`src/rtl/dmem_arb_pkg.sv`:
```
// dmem_arb_pkg: shared defaults and state encoding for the data-memory port arbiter.
package dmem_arb_pkg;
    localparam int AW_DEF       = 8;
    localparam int DW_DEF       = 32;
    localparam int MAX_WAIT_DEF = 8;
    localparam int CW           = 8;

    typedef enum logic [1:0] {
        IDLE,
        WAIT,
        ACK
    } arb_state_e;
endpackage

```
`src/rtl/dmem_arb_wait_cnt.sv`:
```
// dmem_arb_wait_cnt: saturating debug-wait counter with clear/increment and a hit flag at MAX_WAIT.
module dmem_arb_wait_cnt
    import dmem_arb_pkg::*;
#(
    parameter int MAX_WAIT = MAX_WAIT_DEF
) (
    input  logic clk,
    input  logic rst_n,
    input  logic clr_i,
    input  logic inc_i,
    output logic hit_o
);
    logic [CW-1:0] cnt_q, cnt_d;

    assign hit_o = cnt_q == CW'(MAX_WAIT);

    always_comb cnt_d = clr_i ? '0 : (inc_i && !hit_o) ? cnt_q + CW'(1) : cnt_q;

    always_ff @(posedge clk or negedge rst_n) begin
        if (!rst_n) cnt_q <= '0;
        else        cnt_q <= cnt_d;
    end
endmodule

```
`src/rtl/dmem_port_arbiter.sv`:
```
// dmem_port_arbiter: shares the data memory between the MEM stage (priority) and a debug/loader port.
// Define DMEM_PORT_ARBITER_STEAL_EN to let a starved debug request steal one cycle by stalling the pipeline.
module dmem_port_arbiter
    import dmem_arb_pkg::*;
#(
    parameter int AW       = AW_DEF,
    parameter int DW       = DW_DEF,
    parameter int MAX_WAIT = MAX_WAIT_DEF
) (
    input  logic          clk,
    input  logic          rst_n,
    input  logic          pipe_en,
    input  logic          pipe_we,
    input  logic [AW-1:0] pipe_addr,
    input  logic [DW-1:0] pipe_wdata,
    output logic [DW-1:0] pipe_rdata,
    output logic          pipe_stall,
    input  logic          dbg_req,
    input  logic          dbg_we,
    input  logic [AW-1:0] dbg_addr,
    input  logic [DW-1:0] dbg_wdata,
    output logic          dbg_ack,
    output logic [DW-1:0] dbg_rdata,
    output logic [AW-1:0] mem_a,
    output logic [DW-1:0] mem_d,
    output logic          mem_we,
    input  logic [DW-1:0] mem_spo
);
`ifdef DMEM_PORT_ARBITER_STEAL_EN
    localparam bit STEAL_EN = 1'b1;
`else
    localparam bit STEAL_EN = 1'b0;
`endif

    arb_state_e    state_q, state_d;
    logic [DW-1:0] dbg_rdata_q, dbg_rdata_d;
    logic          grant, steal, hit, cnt_clr, cnt_inc;

    // The counter tracks WAIT cycles handed to the pipeline; it is zero on entry to WAIT.
    dmem_arb_wait_cnt #(.MAX_WAIT(MAX_WAIT)) u_wait_cnt (
        .clk   (clk),
        .rst_n (rst_n),
        .clr_i (cnt_clr),
        .inc_i (cnt_inc),
        .hit_o (hit)
    );

    always_comb begin
        state_d = state_q;
        grant   = 1'b0;
        steal   = 1'b0;
        cnt_clr = 1'b0;
        cnt_inc = 1'b0;
        case (state_q)
            IDLE: if (dbg_req) begin
                grant   = !pipe_en;
                state_d = pipe_en ? WAIT : ACK;
            end
            WAIT: if (!dbg_req) begin
                state_d = IDLE;
                cnt_clr = 1'b1;
            end else if (!pipe_en || (STEAL_EN && hit)) begin
                grant   = 1'b1;
                steal   = pipe_en;
                state_d = ACK;
            end else begin
                cnt_inc = 1'b1;
            end
            ACK: begin
                state_d = IDLE;
                cnt_clr = 1'b1;
            end
            default: state_d = IDLE;
        endcase
    end

    always_comb dbg_rdata_d = grant ? mem_spo : dbg_rdata_q;

    always_ff @(posedge clk or negedge rst_n) begin
        if (!rst_n) begin
            state_q     <= IDLE;
            dbg_rdata_q <= '0;
        end else begin
            state_q     <= state_d;
            dbg_rdata_q <= dbg_rdata_d;
        end
    end

    assign mem_a      = grant ? dbg_addr : pipe_addr;
    assign mem_d      = grant ? dbg_wdata : pipe_wdata;
    assign mem_we     = rst_n && (grant ? dbg_we : pipe_en && pipe_we);
    assign pipe_rdata = mem_spo;
    assign pipe_stall = STEAL_EN && steal;
    assign dbg_ack    = state_q == ACK;
    assign dbg_rdata  = dbg_rdata_q;
endmodule

```
`config.mk`:
```
export PLATFORM = sky130hd
export DESIGN_NAME = dmem_port_arbiter
export DESIGN_NICKNAME = d
export VERILOG_FILES = /design/src/rtl/dmem_arb_pkg.sv /design/src/rtl/dmem_arb_wait_cnt.sv /design/src/rtl/dmem_port_arbiter.sv
export SDC_FILE = /design/constraint.sdc
export NUM_CORES = 1
export LEC_CHECK = 0
export ABC_AREA = 1
export ABC_CLOCK_PERIOD_IN_PS = 1600
export CAP_MARGIN = 20
export CORE_UTILIZATION = 25
export CTS_CLUSTER_SIZE = 16
export DETAILED_ROUTE_END_ITERATION = 12
export PLACE_DENSITY = 0.81
export SYNTH_ARGS = -nofsm -noshare
export SYNTH_HDL_FRONTEND = slang
export SYNTH_SLANG_ARGS = --single-unit
```
`constraint.sdc`:
```
create_clock -name clk -period 1.6 [get_ports clk]
set_input_delay 0.4 -clock clk [delete_from_list [all_inputs] [get_ports clk]]
set_output_delay 0.4 -clock clk [all_outputs]
set_load 0.05 [all_outputs]
```
# After elaboration in Yosys (flattened, before gate mapping)
# Cells that the tools add are included.
# W data, S select, Z words.
# op_classes
muxes,12
n_reduce_logical,5
eq_ne,4
# ops
cell,count
$mux W32,1
$mux W2,4
$mux W8,1
$mux W1,4
$pmux W2 S2,1
$ne A3 B3 Y1 const B,1
$eq A2 B1 Y1 const B,1
$eq A2 B2 Y1 const B,1
$logic_and A1 B1 Y1,2
$logic_not A2 Y1,1
$ne A2 B2 Y1 const B,1
$pmux W1 S2,1
$reduce_and A2 Y1,1
$logic_not A1 Y1,1
# totals
out_inout_bits,107
in_bits,118
register_bits,34
wordCells,23

# Depth between registers and ports, before layout
# logic_depth
depth_word,5
mapped_depth,6
mapped_depth_nobuf,5

# Least setup slack after synthesis
# OpenSTA, ideal clock, no wires.
# synth_path
path_type,input -> output
start,input port pipe_en
end,output port mem_we
t_required_ns,1.200
n_path_buf,0
cell_stages,3
slack_ns,-0.110
arrival_ns,1.310
path_cell_list,inv_2 > nand4_1 > a21oi_1
# synth_via
elab_chain_cells,5
elab_cells_between_ends,8
classes_between,mux (5); reduce/logical (3)
# synth_lines
element,line_no,source
start: declaration,dmem_port_arbiter.sv:12,"input logic pipe_en,"
$mux W1 / $logic_not A1 Y1 (equally long branches),-,
$mux W1 (on tied branches),"dmem_port_arbiter.sv:59, dmem_port_arbiter.sv:55",
$pmux W1 S2,dmem_port_arbiter.sv:54,case (state_q)
$mux W1 (*),dmem_port_arbiter.sv:91,assign mem_we = rst_n && (grant ? dbg_we : pipe_en && pipe_we);
$logic_and A1 B1 Y1 (*),dmem_port_arbiter.sv:91,
end: declaration,dmem_port_arbiter.sv:26,"output logic mem_we,"
# Every way passes the cells marked *; elsewhere a longest branch is shown, timed or not.

# Worst setup path after layout
# layout_path
start,input port pipe_en
end,output port mem_d[5]
# layout_via
elab_chain_cells,4
elab_cells_between_ends,6
classes_between,mux (5); reduce/logical (1)
# layout_lines
element,line_no,source
$mux W1 / $logic_not A1 Y1 (equally long branches),-,
$mux W1 (on tied branches),"dmem_port_arbiter.sv:59, dmem_port_arbiter.sv:55",
$pmux W1 S2 (*),dmem_port_arbiter.sv:54,
$mux W32 (*),dmem_port_arbiter.sv:90,assign mem_d = grant ? dbg_wdata : pipe_wdata;
end: declaration,dmem_port_arbiter.sv:25,"output logic [DW-1:0] mem_d,"
# Marks and branches as above.

==> metrics.cfg <==
[status]
violations = negative setup slack
status = finished, violations left

[clocking]
clock_latency_ps = 280
cts-root-buf = clkbuf_8
cts_tree = yes
cts_buffer_depth = 2
clk_pin_slew_ps = 80
clock-sinks = 34
cts_buffers = 5
cts_htree_levels = 2

[grt]
first_global_vias = 2792
grt_max_degree = 35
overflow = 0
grt_pass1_wl_mm = 14.0
met1_usage_pct = 20.5
met3_usage_pct = 6.90
gr-max-usage-layer = met2
antenna_found_initial = 0
track_usage_pct = 20.9
use_met2_pct = 41.1

[yosys]
yosys.area.top_type = dfrtp_1
syn_area_sq_um = 2060
netlist_instances = 309
syn-num-nets = 427
synth_seq_area_share_pct = 41.3
synth.area.top_cells = dfrtp_1 41%, nand2_1 40%, buf_4 15%, buf_2 1.7%, nand3_4 0.85%
synth_cell_types = 12
synth_seq_cells = 34
syn_avg_cell_area_sq_um = 6.67
yosys_warnings = 0
synth_top_area_share_pct = 41.3

[setup_path]
r2r_cells = 7
start_kind = input port
worstPathCellList = dlygate4sd2_1, inv_2, nand3_4, buf_8, nand2_1, nand2_4, buf_12
worst_setup_path_end_kind = primary output
critPathSlowestCell = dlygate4sd2_1
worst_ep_arrival_time_ps = 1480
cpPeakStageDelay_ps = 270
critPathKind = in2out
worstPathMaxFanout = 22
critPathRequiredTime_ps = 1200
r2r-end = dbg_rdata[21]
reg2reg_slack_ps = 290
r2r_start = state_q[1]

[floorplan]
die_w_um = 92.8
die_height_um = 92.8
core_area_sq_um = 7850
initial_utilization_pct = 26.3
fp.dieArea_sq_um = 8620
rows = 32
ios = 225

[timing]
rsz0062_at_grt = true
finalSetupViolCount = 41
whs_ps = 178
hold_viol = 0
finalClockSkew_ps = 7.30
setup_slack_ps = -278
period_share_pct = 117
finalMaxSlewViolations = 0
fmax_mhz = 532
layout_min_cycle_time_ps = 1880

[drt]
drc = 0
wl_per_cell_um = 15.9
ant_nets = 0
drt-initial-drc-count = 62
vias_per_cell = 4.35
wirelength_mm = 9.66
first_pass_iters = 4
routed-via-count = 2652

[placement]
placed_cells_incl_taps = 598
port_buffers = 223
hpwl_mm = 7.59
gp_congestion = 0.700

[finish]
nNetsFinal = 624
drive_above_1_share_pct = 39.1
final_core_util_pct = 72.6
stdcell_count = 609
diodes = 0
area_delta_synth_final_pct = 176

[power_and_ir_drop]
p_leak_uw = 0.00273
power_uw = 4910
power_density_nw_per_um2 = 862
ir_worst_vdd_v = 0.000562

[worst_hold_path]
holdCritPathClass = in2async

[run]
maxCapViolations = 0

[final cells by class]
| type | count | area (sq um) |
|---|---|---|
| Clock buffer | 6 | 82.6 |
| Fill cell | 529 | 2150 |
| Clock inverter | 2 | 60.1 |
| Tap cell | 102 | 128 |
| Multi-Input combinational cell | 224 | 1070 |
| Inverter | 4 | 27.5 |
| Sequential cell | 34 | 851 |
| Timing Repair Buffer | 237 | 3480 |
[power breakdown]
| part | leakage [uW] | internal (uW) | switching (uW) |
|---|---|---|---|
| sequential | 0.000423 | 984 | 141 |
| clock | 0.0000714 | 665 | 324 |
| combinational | 0.00223 | 1370 | 1430 |
[flip-flops by register name, indices dropped and copies added (netlist names)]
| name | flops |
|---|---|
| dbg_rdata | 32 |
| state_q | 2 |
[cell families (layout without fill, tap and decap cells)]
kind of cell,count (synthesis),in the layout,share of synthesized area (%)
AO/OA/AOI/OAI,1,1,0.242
other,1,1,0.182
buffers and inverters,51,249,17.1
AND/OR/NAND/NOR,222,222,41.2
flip-flops,34,34,41.3
[layer usage]
layer / routed length, um / up-vias
li1: - / 1277
met4: 178 / 0
met2: 5420 / 130
met5: 0 / -
met1: 3250 / 1231
met3: 809 / 14
[timing repair]
action,4_1_cts,5_1_grt
resized for setup,24,20
hold buffers,0,0
pin swaps,1,3
setup endpoints to repair,41,42
cloned,1,1
setup buffers,3,0
[cell usage after synthesis]
cell	instances
a21oi_1	1
buf_2	7
buf_4	40
conb_1	1
dfrtp_1	34
inv_1	1
inv_2	2
inv_4	1
nand2_1	218
nand3_4	1
nand4_1	1
nor2_1	2
[through the flow]
stage / setup slack, ps / setup TNS (ps) / cell area, sq um
after floorplan: 111 / 0 / 2170
after global placement: -424 / -20920 / 5390
after detailed placement: -478 / -24150 / 5390
after CTS: -261 / -9840 / 5590
after global routing: -340 / -13100 / 5700
final: -278 / -9960 / 5700
[worst max-delay path: cells and delay by family]
family / cells / cell delay (ps)
and+or+nand+nor: 3 / 370
buffers and inverters: 4 / 690
[how the worst max path moves through the flow]
| stage | from | end | cells after the start |
|---|---|---|---|
| after CTS | state_q[1] | mem_a[2] | 7 |
| after detailed placement | pipe_en | mem_d[21] | 8 |
| after global routing | state_q[1] | mem_d[5] | 6 |
| after global placement | pipe_en | mem_d[11] | 8 |
| after floorplan | pipe_en | mem_a[0] | 6 |
| final | pipe_en | mem_d[5] | 7 |
[layout by cell type (no fill, tap or decap)]
| master | count |
|---|---|
| nand4_1 | 1 |
| a21oi_2 | 1 |
| nand2_4 | 8 |
| dfrtp_1 | 34 |
| bufinv_16 | 2 |
| nor2_4 | 1 |
| clkinv_8 | 1 |
| nand2_1 | 155 |
| nor2_1 | 1 |
| clkdlybuf4s50_1 | 113 |
| buf_4 | 7 |
| nand3_4 | 1 |
| buf_12 | 109 |
| clkbuf_16 | 1 |
| nand2_2 | 55 |
| buf_2 | 1 |
| dlygate4sd2_1 | 3 |
| buf_16 | 1 |
| buf_8 | 2 |
| clkbuf_8 | 6 |
| inv_1 | 1 |
| conb_1 | 1 |
| inv_2 | 2 |
Power figures use the tool's default switching activity.
